**src/rtl/tri_bus_receiver_pkg.sv**
```systemverilog
// Shared definitions for the tristate bus receiver and its future transmitter peer.
// Handshake FSM state encodings and default bus/FIFO sizing.
package tri_bus_receiver_pkg;

   localparam int unsigned DATA_W_DEF = 16;
   localparam int unsigned DEPTH_DEF  = 4;

   localparam logic [1:0] ST_IDLE = 2'd0;
   localparam logic [1:0] ST_ACK  = 2'd1;
   localparam logic [1:0] ST_ERR  = 2'd2;

endpackage

```
**src/rtl/tri_bus_receiver_sync_fifo.sv**
```systemverilog
// Show-ahead synchronous FIFO; head word is visible on rd_data, forced to zero while empty.
// Memory is not reset, so only pointers and the occupancy count carry reset state.
module sync_fifo #(
   parameter int unsigned DATA_W = 16,
   parameter int unsigned DEPTH  = 4,
   parameter int unsigned ADDR_W = 2
) (
   input  logic              clk,
   input  logic              rst_n,
   input  logic              wr_en,
   input  logic [DATA_W-1:0] wr_data,
   input  logic              rd_en,
   output logic [DATA_W-1:0] rd_data,
   output logic              empty,
   output logic              full,
   output logic [ADDR_W:0]   count
);

   logic [DATA_W-1:0] r_mem [DEPTH];
   logic [ADDR_W-1:0] r_wr_ptr;
   logic [ADDR_W-1:0] r_rd_ptr;
   logic [ADDR_W:0]   r_count;
   logic              w_push;
   logic              w_pop;
   logic              w_empty;
   logic              w_full;

   assign w_empty = (r_count == '0);
   assign w_full  = (r_count == (ADDR_W+1)'(DEPTH));
   assign w_push  = wr_en & ~w_full;
   assign w_pop   = rd_en & ~w_empty;

   always_ff @(posedge clk) begin
      if (w_push) r_mem[r_wr_ptr] <= wr_data;
   end

   // Simultaneous push and pop leave the occupancy unchanged.
   always_ff @(posedge clk or negedge rst_n) begin
      if (!rst_n) begin
         r_wr_ptr <= '0;
         r_rd_ptr <= '0;
         r_count  <= '0;
      end else begin
         if (w_push) r_wr_ptr <= r_wr_ptr + ADDR_W'(1);
         if (w_pop)  r_rd_ptr <= r_rd_ptr + ADDR_W'(1);
         case ({w_push, w_pop})
            2'b10:   r_count <= r_count + (ADDR_W+1)'(1);
            2'b01:   r_count <= r_count - (ADDR_W+1)'(1);
            default: r_count <= r_count;
         endcase
      end
   end

   assign rd_data = w_empty ? '0 : r_mem[r_rd_ptr];
   assign empty   = w_empty;
   assign full    = w_full;
   assign count   = r_count;

endmodule

```
**src/rtl/tri_bus_receiver.sv**
```systemverilog
// Receiver for the shared tristate bus: synchronises the transmitter strobe, runs the
// 4-phase strobe/ack handshake, queues captured words and flags a stuck handshake.
module tri_bus_receiver
   import tri_bus_receiver_pkg::*;
#(
   parameter int unsigned DATA_W  = DATA_W_DEF,
   parameter int unsigned DEPTH   = DEPTH_DEF,
   parameter int unsigned ADDR_W  = $clog2(DEPTH),
   parameter int unsigned TIMEOUT = 255
) (
   input  logic              clk,
   input  logic              rst_n,
   input  logic [DATA_W-1:0] bus_data,
   input  logic              bus_strobe,
   output logic              bus_ack,
   input  logic              rd_en,
   output logic [DATA_W-1:0] rd_data,
   output logic              empty,
   output logic              full,
   output logic [ADDR_W:0]   count,
   output logic              timeout_err,
   input  logic              err_clr
);

   localparam int unsigned CNT_W = $clog2(TIMEOUT + 1);

   logic             r_sync1;
   logic             r_strb_s;
   logic [1:0]       r_state;
   logic [1:0]       w_state_nxt;
   logic [CNT_W-1:0] r_cnt;
   logic [CNT_W-1:0] w_cnt_nxt;
   logic             r_ack;
   logic             w_ack_nxt;
   logic             r_err;
   logic             w_err_nxt;
   logic             w_wr_en;
   logic             w_full;

   always_ff @(posedge clk or negedge rst_n) begin
      if (!rst_n) begin
         r_sync1  <= 1'b0;
         r_strb_s <= 1'b0;
         r_state  <= ST_IDLE;
         r_cnt    <= '0;
         r_ack    <= 1'b0;
         r_err    <= 1'b0;
      end else begin
         r_sync1  <= bus_strobe;
         r_strb_s <= r_sync1;
         r_state  <= w_state_nxt;
         r_cnt    <= w_cnt_nxt;
         r_ack    <= w_ack_nxt;
         r_err    <= w_err_nxt;
      end
   end

   // Handshake: capture on synced strobe, ack until it drops, bail to ERR on timeout.
   always_comb begin
      w_state_nxt = r_state;
      w_cnt_nxt   = r_cnt;
      w_ack_nxt   = r_ack;
      w_err_nxt   = r_err;
      w_wr_en     = 1'b0;
      if (err_clr) w_err_nxt = 1'b0;
      case (r_state)
         ST_IDLE: begin
            w_ack_nxt = 1'b0;
            if (r_strb_s && !w_full) begin
               w_wr_en     = 1'b1;
               w_ack_nxt   = 1'b1;
               w_cnt_nxt   = '0;
               w_state_nxt = ST_ACK;
            end
         end
         ST_ACK: begin
            if (!r_strb_s) begin
               w_ack_nxt   = 1'b0;
               w_state_nxt = ST_IDLE;
            end else if (r_cnt == CNT_W'(TIMEOUT - 1)) begin
               w_err_nxt   = 1'b1;
               w_ack_nxt   = 1'b0;
               w_state_nxt = ST_ERR;
            end else begin
               w_cnt_nxt = r_cnt + CNT_W'(1);
            end
         end
         ST_ERR: begin
            w_ack_nxt = 1'b0;
            if (!r_strb_s) w_state_nxt = ST_IDLE;
         end
         default: begin
            w_ack_nxt   = 1'b0;
            w_state_nxt = ST_IDLE;
         end
      endcase
   end

   sync_fifo #(
      .DATA_W (DATA_W),
      .DEPTH  (DEPTH),
      .ADDR_W (ADDR_W)
   ) u_fifo (
      .clk     (clk),
      .rst_n   (rst_n),
      .wr_en   (w_wr_en),
      .wr_data (bus_data),
      .rd_en   (rd_en),
      .rd_data (rd_data),
      .empty   (empty),
      .full    (w_full),
      .count   (count)
   );

   assign full        = w_full;
   assign bus_ack     = r_ack;
   assign timeout_err = r_err;

endmodule

```
**config.mk**
```make
export PLATFORM = sky130hd
export DESIGN_NAME = tri_bus_receiver
export DESIGN_NICKNAME = d
export VERILOG_FILES = /design/src/rtl/tri_bus_receiver_pkg.sv /design/src/rtl/tri_bus_receiver_sync_fifo.sv /design/src/rtl/tri_bus_receiver.sv
export SDC_FILE = /design/constraint.sdc
export NUM_CORES = 1
export LEC_CHECK = 0
export CORE_MARGIN = 1
export CORE_UTILIZATION = 49
export CTS_CLUSTER_SIZE = 8
export DETAILED_ROUTE_END_ITERATION = 10
export GPL_TIMING_DRIVEN = 0
export PLACE_DENSITY = 0.75
export SYNTH_ARGS = -nofsm -noshare
export SYNTH_HDL_FRONTEND = slang
export SYNTH_SLANG_ARGS = --single-unit
```
**constraint.sdc**
```tcl
create_clock -name clk -period 2.1 [get_ports clk]
set_clock_uncertainty 0.2 [all_clocks]
set_input_delay 0.42 -clock clk [delete_from_list [all_inputs] [get_ports clk]]
set_output_delay 0.42 -clock clk [all_outputs]
set_load 0.005 [all_outputs]
```
* Word-level counts from Yosys, hierarchy flattened
Memories as Yosys holds them, arrays and structs flattened. Cells that the tools add are included.
Storage, ports and cells: flip-flop bits (word level) 21, bits in writable memories 64, bits of input ports 21, output and inout port bits 23, word-level logic and storage cells 60, memories 1
Operators by class: $add $sub $neg 5, equality and inequality tests 11, muxes and demuxes 22, bitwise gates (word level) 4, reductions and logical operators 8
Memories:
- u_fifo.r_mem | words 4, width 16, rd ports 1, clocked after Yosys merged registers in 0, wr ports 1, line tri_bus_receiver_sync_fifo.sv:19 | logic [DATA_W-1:0] r_mem [DEPTH];
Operators by type and width (count):
- $mux W8 | 3
- $mux W16 | 1
- $pmux W8 S2 | 1
- $mux W1 | 10
- $add A8 B1 Y8 const B | 1
- $eq A8 B8 Y1 const B | 1
- $mux W2 | 4
- $ne A2 B2 Y1 const B | 4
- $pmux W2 S3 | 1
- $pmux W3 S2 | 1
- $add A2 B1 Y2 const B | 2
- $eq A2 B1 Y1 const B | 2
- $eq A2 B2 Y1 const B | 2
- $reduce_and A4 Y1 | 1
- $reduce_bool A2 Y1 | 2
- $add A3 B1 Y3 const B | 1
- $eq A3 B3 Y1 const B | 1
- $logic_not A3 Y1 | 1
- $ne A3 B3 Y1 const B | 1
- $reduce_and A3 Y1 | 1
- $sub A3 B1 Y3 const B | 1
- $and A1 B1 Y1 | 2
- $logic_not A2 Y1 | 1
- $not A1 Y1 | 2
- other kinds (3) | 3

* Logic depth before layout (Yosys ltp)
word-level depth 8, mapped depth 10, gate-level depth less buffers 9

* By module
Synthesis repeated with hierarchy kept, for this count alone.
Unflattened totals: cell total of the unflattened synthesis 203, area, all modules 3639.7 sq um
By module, submodules not included:
- sync_fifo | times used 1, cells each 139, area each 2955.3 sq um, seq. area each 2097.0 sq um
- tri_bus_receiver | times used 1, cells each 64, area each 684.4 sq um, seq. area each 350.3 sq um

* Worst setup path after synthesis
OpenSTA, ideal clock, no wires.
kind register to register, start register u_fifo.r_count[0] (netlist: u_fifo.count[0]), end register u_fifo.r_count[2] (netlist: u_fifo.count[2]), library setup time 79 ps, arrival 2019 ps, data required time 1821 ps, setup slack -198 ps, cell stages (with the launch flop) 11, buffers on the path 1, clock period less this slack 2298 ps, cell sequence dfrtp_1 -> nor3b_1 -> nor4b_1 -> clkbuf_1 -> inv_1 -> ha_1 -> inv_1 -> fa_1 -> xor2_1 -> nor2_1 -> xor2_1
Between the ends: longest elaborated chain between the ends 8, elaborated cells between the ends (all ways) 16, classes of those cells 2 x add/sub; 3 x eq/ne; 3 x mux; 4 x bitwise; 4 x reduce/logical
Ends and longest elaborated chain:
- start: declaration | line tri_bus_receiver_sync_fifo.sv:22 | logic [ADDR_W:0] r_count;
- start signal: assignment | line tri_bus_receiver_sync_fifo.sv:47 | 2'b10: r_count <= r_count + (ADDR_W+1)'(1);
- start signal: assignment | line tri_bus_receiver_sync_fifo.sv:48 | 2'b01: r_count <= r_count - (ADDR_W+1)'(1);
- start signal: assignment | line tri_bus_receiver_sync_fifo.sv:49 | default: r_count <= r_count;
- $eq A3 B3 Y1 * | line tri_bus_receiver_sync_fifo.sv:29 | assign w_full = (r_count == (ADDR_W+1)'(DEPTH));
- via full | line tri_bus_receiver.sv:19 | output logic full,
- $logic_not A1 Y1 | line tri_bus_receiver.sv:69 | if (r_strb_s && !w_full) begin
- $logic_and A1 B1 Y1 | line tri_bus_receiver.sv:69
- $mux W1 | line tri_bus_receiver.sv:69
- $mux W1 | line tri_bus_receiver.sv:66 | case (r_state)
- $and A1 B1 Y1 * | line tri_bus_receiver_sync_fifo.sv:30 | assign w_push = wr_en & ~w_full;
- $eq A2 B1 Y1 or $eq A2 B2 Y1 (tied branches) | line tri_bus_receiver_sync_fifo.sv:46 | case ({w_push, w_pop})
- $pmux W3 S2 or $reduce_bool A2 Y1 (tied branches)
The timed path passes the listed nets; every way through them passes the cells marked *. A chain may end at the register's enable or synchronous reset.

* Worst setup path after layout
start register u_fifo.r_rd_ptr[0], end output rd_data[1]
Between the ends: longest elaborated chain between the ends 2
Ends and longest elaborated chain:
- start: declaration | line tri_bus_receiver_sync_fifo.sv:21 | logic [ADDR_W-1:0] r_rd_ptr;
- start signal: assignment | line tri_bus_receiver_sync_fifo.sv:45 | if (w_pop) r_rd_ptr <= r_rd_ptr + ADDR_W'(1);
- $mem_v2 Z4 W16
- $mux W16 | line tri_bus_receiver_sync_fifo.sv:54 | assign rd_data = w_empty ? '0 : r_mem[r_rd_ptr];
- end: declaration | line tri_bus_receiver.sv:17 | output logic [DATA_W-1:0] rd_data,
Every way passes these cells.

==> results by group <==
Synth
  • Count of unique library cells instantiated by Yosys: 40
  • Post-synth net total: 231
  • Seq/Total Area, Yosys: 0.700
  • Commonest cells post-synth: edfxtp_1 (64), dfrtp_1 (21), nor2b_1 (18), mux4_2 (16), nand2_1 (11)
  • Mean post-synth cell area: 17.3 µm²
  • Cell taking the most area after synthesis: edfxtp_1
  • Ys async rst share: 0.247
  • Flop and latch count out of synthesis: 85
  • Mapped Cells: 202
  • EDFF count, synth: 64
  • Dominant cells by area after synthesis: edfxtp_1 (55%), dfrtp_1 (15%), mux4_2 (10%)
  • Synth top area share: 0.550
  • Ys flop type: edfxtp_1
  • Most numerous cell in the Yosys netlist: edfxtp_1
  • Netlist Area Pre-Place: 3500 µm²
  • Syn. warnings: 0

Pwr
  • Design Power: 6.17 mW
  • Gate power share: 0.419
  • P_int: 4.31 mW
  • Clock power frac: 0.209
  • Switching Fraction: 0.300
  • Sequential share of power: 0.373
  • VDD IR max: 0.607 mV
  • Power density over the cells: 1350 nW/µm²
  • Leak Pwr: 1.76 nW
  • Net switching power: 1.85 mW

Timing
  • Max Slew Vio Count: 0
  • Slew headroom: 0.357
  • Max Freq: 411 MHz
  • Minimum clock period: 2.43 ns
  • Setup ws final: -0.335 ns
  • Tcrit/Tclk final: 1.16
  • RSZ-0062 raised after global routing: true
  • Actual slew at the worst max-slew pin: 0.961 ns
  • Hold Violations, Final: 0
  • # setup viols final: 18

Placement
  • PortBufs: 43
  • DP Area: 4090 µm²
  • Final HPWL DP: 3.78 mm
  • Dpl cells: 341
  • GP Congestion: 0.833
  • DP Worst Slack: -0.695 ns

Floorplanning
  • Die width: 86.5 µm
  • Initial Util: 0.512
  • Core region area: 6830 µm²
  • Die Ht: 86.5 µm
  • Ports: 44
  • Die area: 7480 µm²
  • Row cnt: 30

Clocking
  • H-Tree Depth: 3
  • Latest clock arrival within the worst-skew pair: 0.35 ns
  • CTS tree: built
  • Total CTS buffers: 9
  • Hold Buf Count CTS: 0
  • Worst-path clk slew: 0.08 ns
  • Sink Count: 85
  • Clock tree buffer depth: 2
  • Clk root buf: clkbuf_8

Final layout
  • Non-Filler Instances: 380
  • Nets: 308
  • Area Overhead vs Synth: 31.1%
  • Fill count: 474
  • Final Cell Area: 4580 µm²
  • Share of cells above drive strength 1: 0.366
  • N_diodes: 0

Global routing
  • Initial antenna violation count: 0
  • Largest net degree at the start of global routing: 22
  • Global-route wire length before repair: 10.6 mm
  • Vias in the first global route: 1987
  • Overall Global Routing Usage: 0.198
  • Overflow after GRT: 0

Route
  • Vias: 1955
  • Via-to-Cell Ratio: 5.14
  • First DRT Iteration DRCs: 129
  • DRC Markers: 0
  • Wire length per cell: 17.3 µm
  • Antenna Nets Post-Route: 0
  • Total wire length: 6.56 mm
  • Pre-antenna DRT Iters: 4

Worst hold path
  • Worst min path class: reg2reg

Outcome
  • Failing checks: negative setup slack
  • Status: finished, violations left

Setup path
  • Crit Path Max Fanout: 6
  • CP Class: reg2out
  • Startpoint types: register
  • Crit path capture type: primary output
  • Critical Path AT: 1.81 ns
  • Worst Path Required: 1.48 ns

Run
  • MaxCap Viol Count: 0
state kept, by name, indices dropped and copies added (netlist names):
signal           cells
bus_ack              1
r_cnt                8
r_state              2
r_strb_s             1
r_sync1              1
timeout_err          1
u_fifo.count         3
u_fifo.r_mem        64
u_fifo.r_rd_ptr      2
u_fifo.r_wr_ptr      2
worst max-delay path, stage by stage (launching register included):
cell and delay (ns):
dfrtp_1 0.36, buf_8 0.13, buf_12 0.12, buf_12 0.10, mux4_2 0.50, nor2b_4 0.14, buf_2 0.12
path summary, 6_finish.rpt:
path / from / to / slack (ns) / depth (start not counted)
worst max-delay path: u_fifo.r_rd_ptr[0] / rd_data[1] / -0.33 / 6
worst min-delay path: r_sync1 / r_strb_s / 0.15 / 0
worst max register to register: u_fifo.count[1] / u_fifo.count[2] / -0.21 / 9
worst min register to register: r_sync1 / r_strb_s / 0.15 / 0
max in group asynchronous: rst_n / u_fifo.count[1] / 0.66 / 1
min in group asynchronous: rst_n / bus_ack / 0.40 / 1
through the flow:
step | setup TNS, ns | utilization | hold slack [ns]
finish | -4.50 | 0.671 | 0.154
floorplan | -0.0838 | - | -0.0756
global route | -5.80 | 0.671 | 0.189
detailed placement | -15.13 | 0.599 | 0.135
CTS | -5.13 | 0.669 | 0.154
global placement | -13.18 | 0.599 | 0.132
per-layer routing:
layer / vias up / global-route usage / wire length (µm)
met5: - / 0 / 0
met4: 0 / 0.0864 / 116
met3: 11 / 0.0352 / 203
met2: 46 / 0.313 / 3220
met1: 975 / 0.273 / 3020
li1: 923 / - / -
cell families after synthesis:
logic type	after synthesis	synth area share
AOI/OAI and AO/OA	20	0.0412
xor gates and xnor gates	6	0.0150
adders and majority gates	8	0.0308
buffers and inverters	15	0.0200
DFF	85	0.700
muxes	18	0.110
and+or+nand+nor	50	0.0827
what timing repair did:
action | 4_1_cts | 5_1_grt
pin swaps | 1 | 1
cloned | 1 | 0
endpoints found under the setup margin | 84 | 84
hold endpoints to repair | 0 | 0
setup buffers | 19 | 4
gates resized for setup | 98 | 4
power by group through the flow:
stage	Sequential, mW	Clock (mW)	Combinational (mW)
final	2.30	1.29	2.58
after global routing	2.33	1.38	2.78
after CTS	2.30	1.31	2.58
after detailed placement	2.33	0	2.10
after global placement	2.32	0	2.06
after floorplan	2.30	0	1.23
placed cells by master, fill, tap and decap left out, drive strengths merged, types with 3 or more instances in the layout:
| master | n |
|---|---|
| a31oi | 5 |
| and2 | 5 |
| buf | 45 |
| clkbuf | 12 |
| clkdlybuf4s50 | 25 |
| dfrtp | 21 |
| edfxtp | 64 |
| ha | 7 |
| inv | 11 |
| mux4 | 16 |
| nand2 | 11 |
| nor2b | 18 |
| o21ai | 7 |
| xnor2 | 3 |
| xor2 | 3 |
area by class of cell:
cell class / count / area [µm²] / area share
Buffer: 7 / 83.8 / 0.0183
Clock buffer: 10 / 128 / 0.0278
Clock inverter: 6 / 93.8 / 0.0205
Inverter: 8 / 32.5 / 0.00710
Multi-Input combinational cell: 102 / 1080 / 0.237
Sequential cell: 85 / 2450 / 0.535
Tap cell: 96 / 120 / 0.0262
Timing Repair Buffer: 66 / 589 / 0.129
No activity file was read; power rests on OpenSTA's default activity.
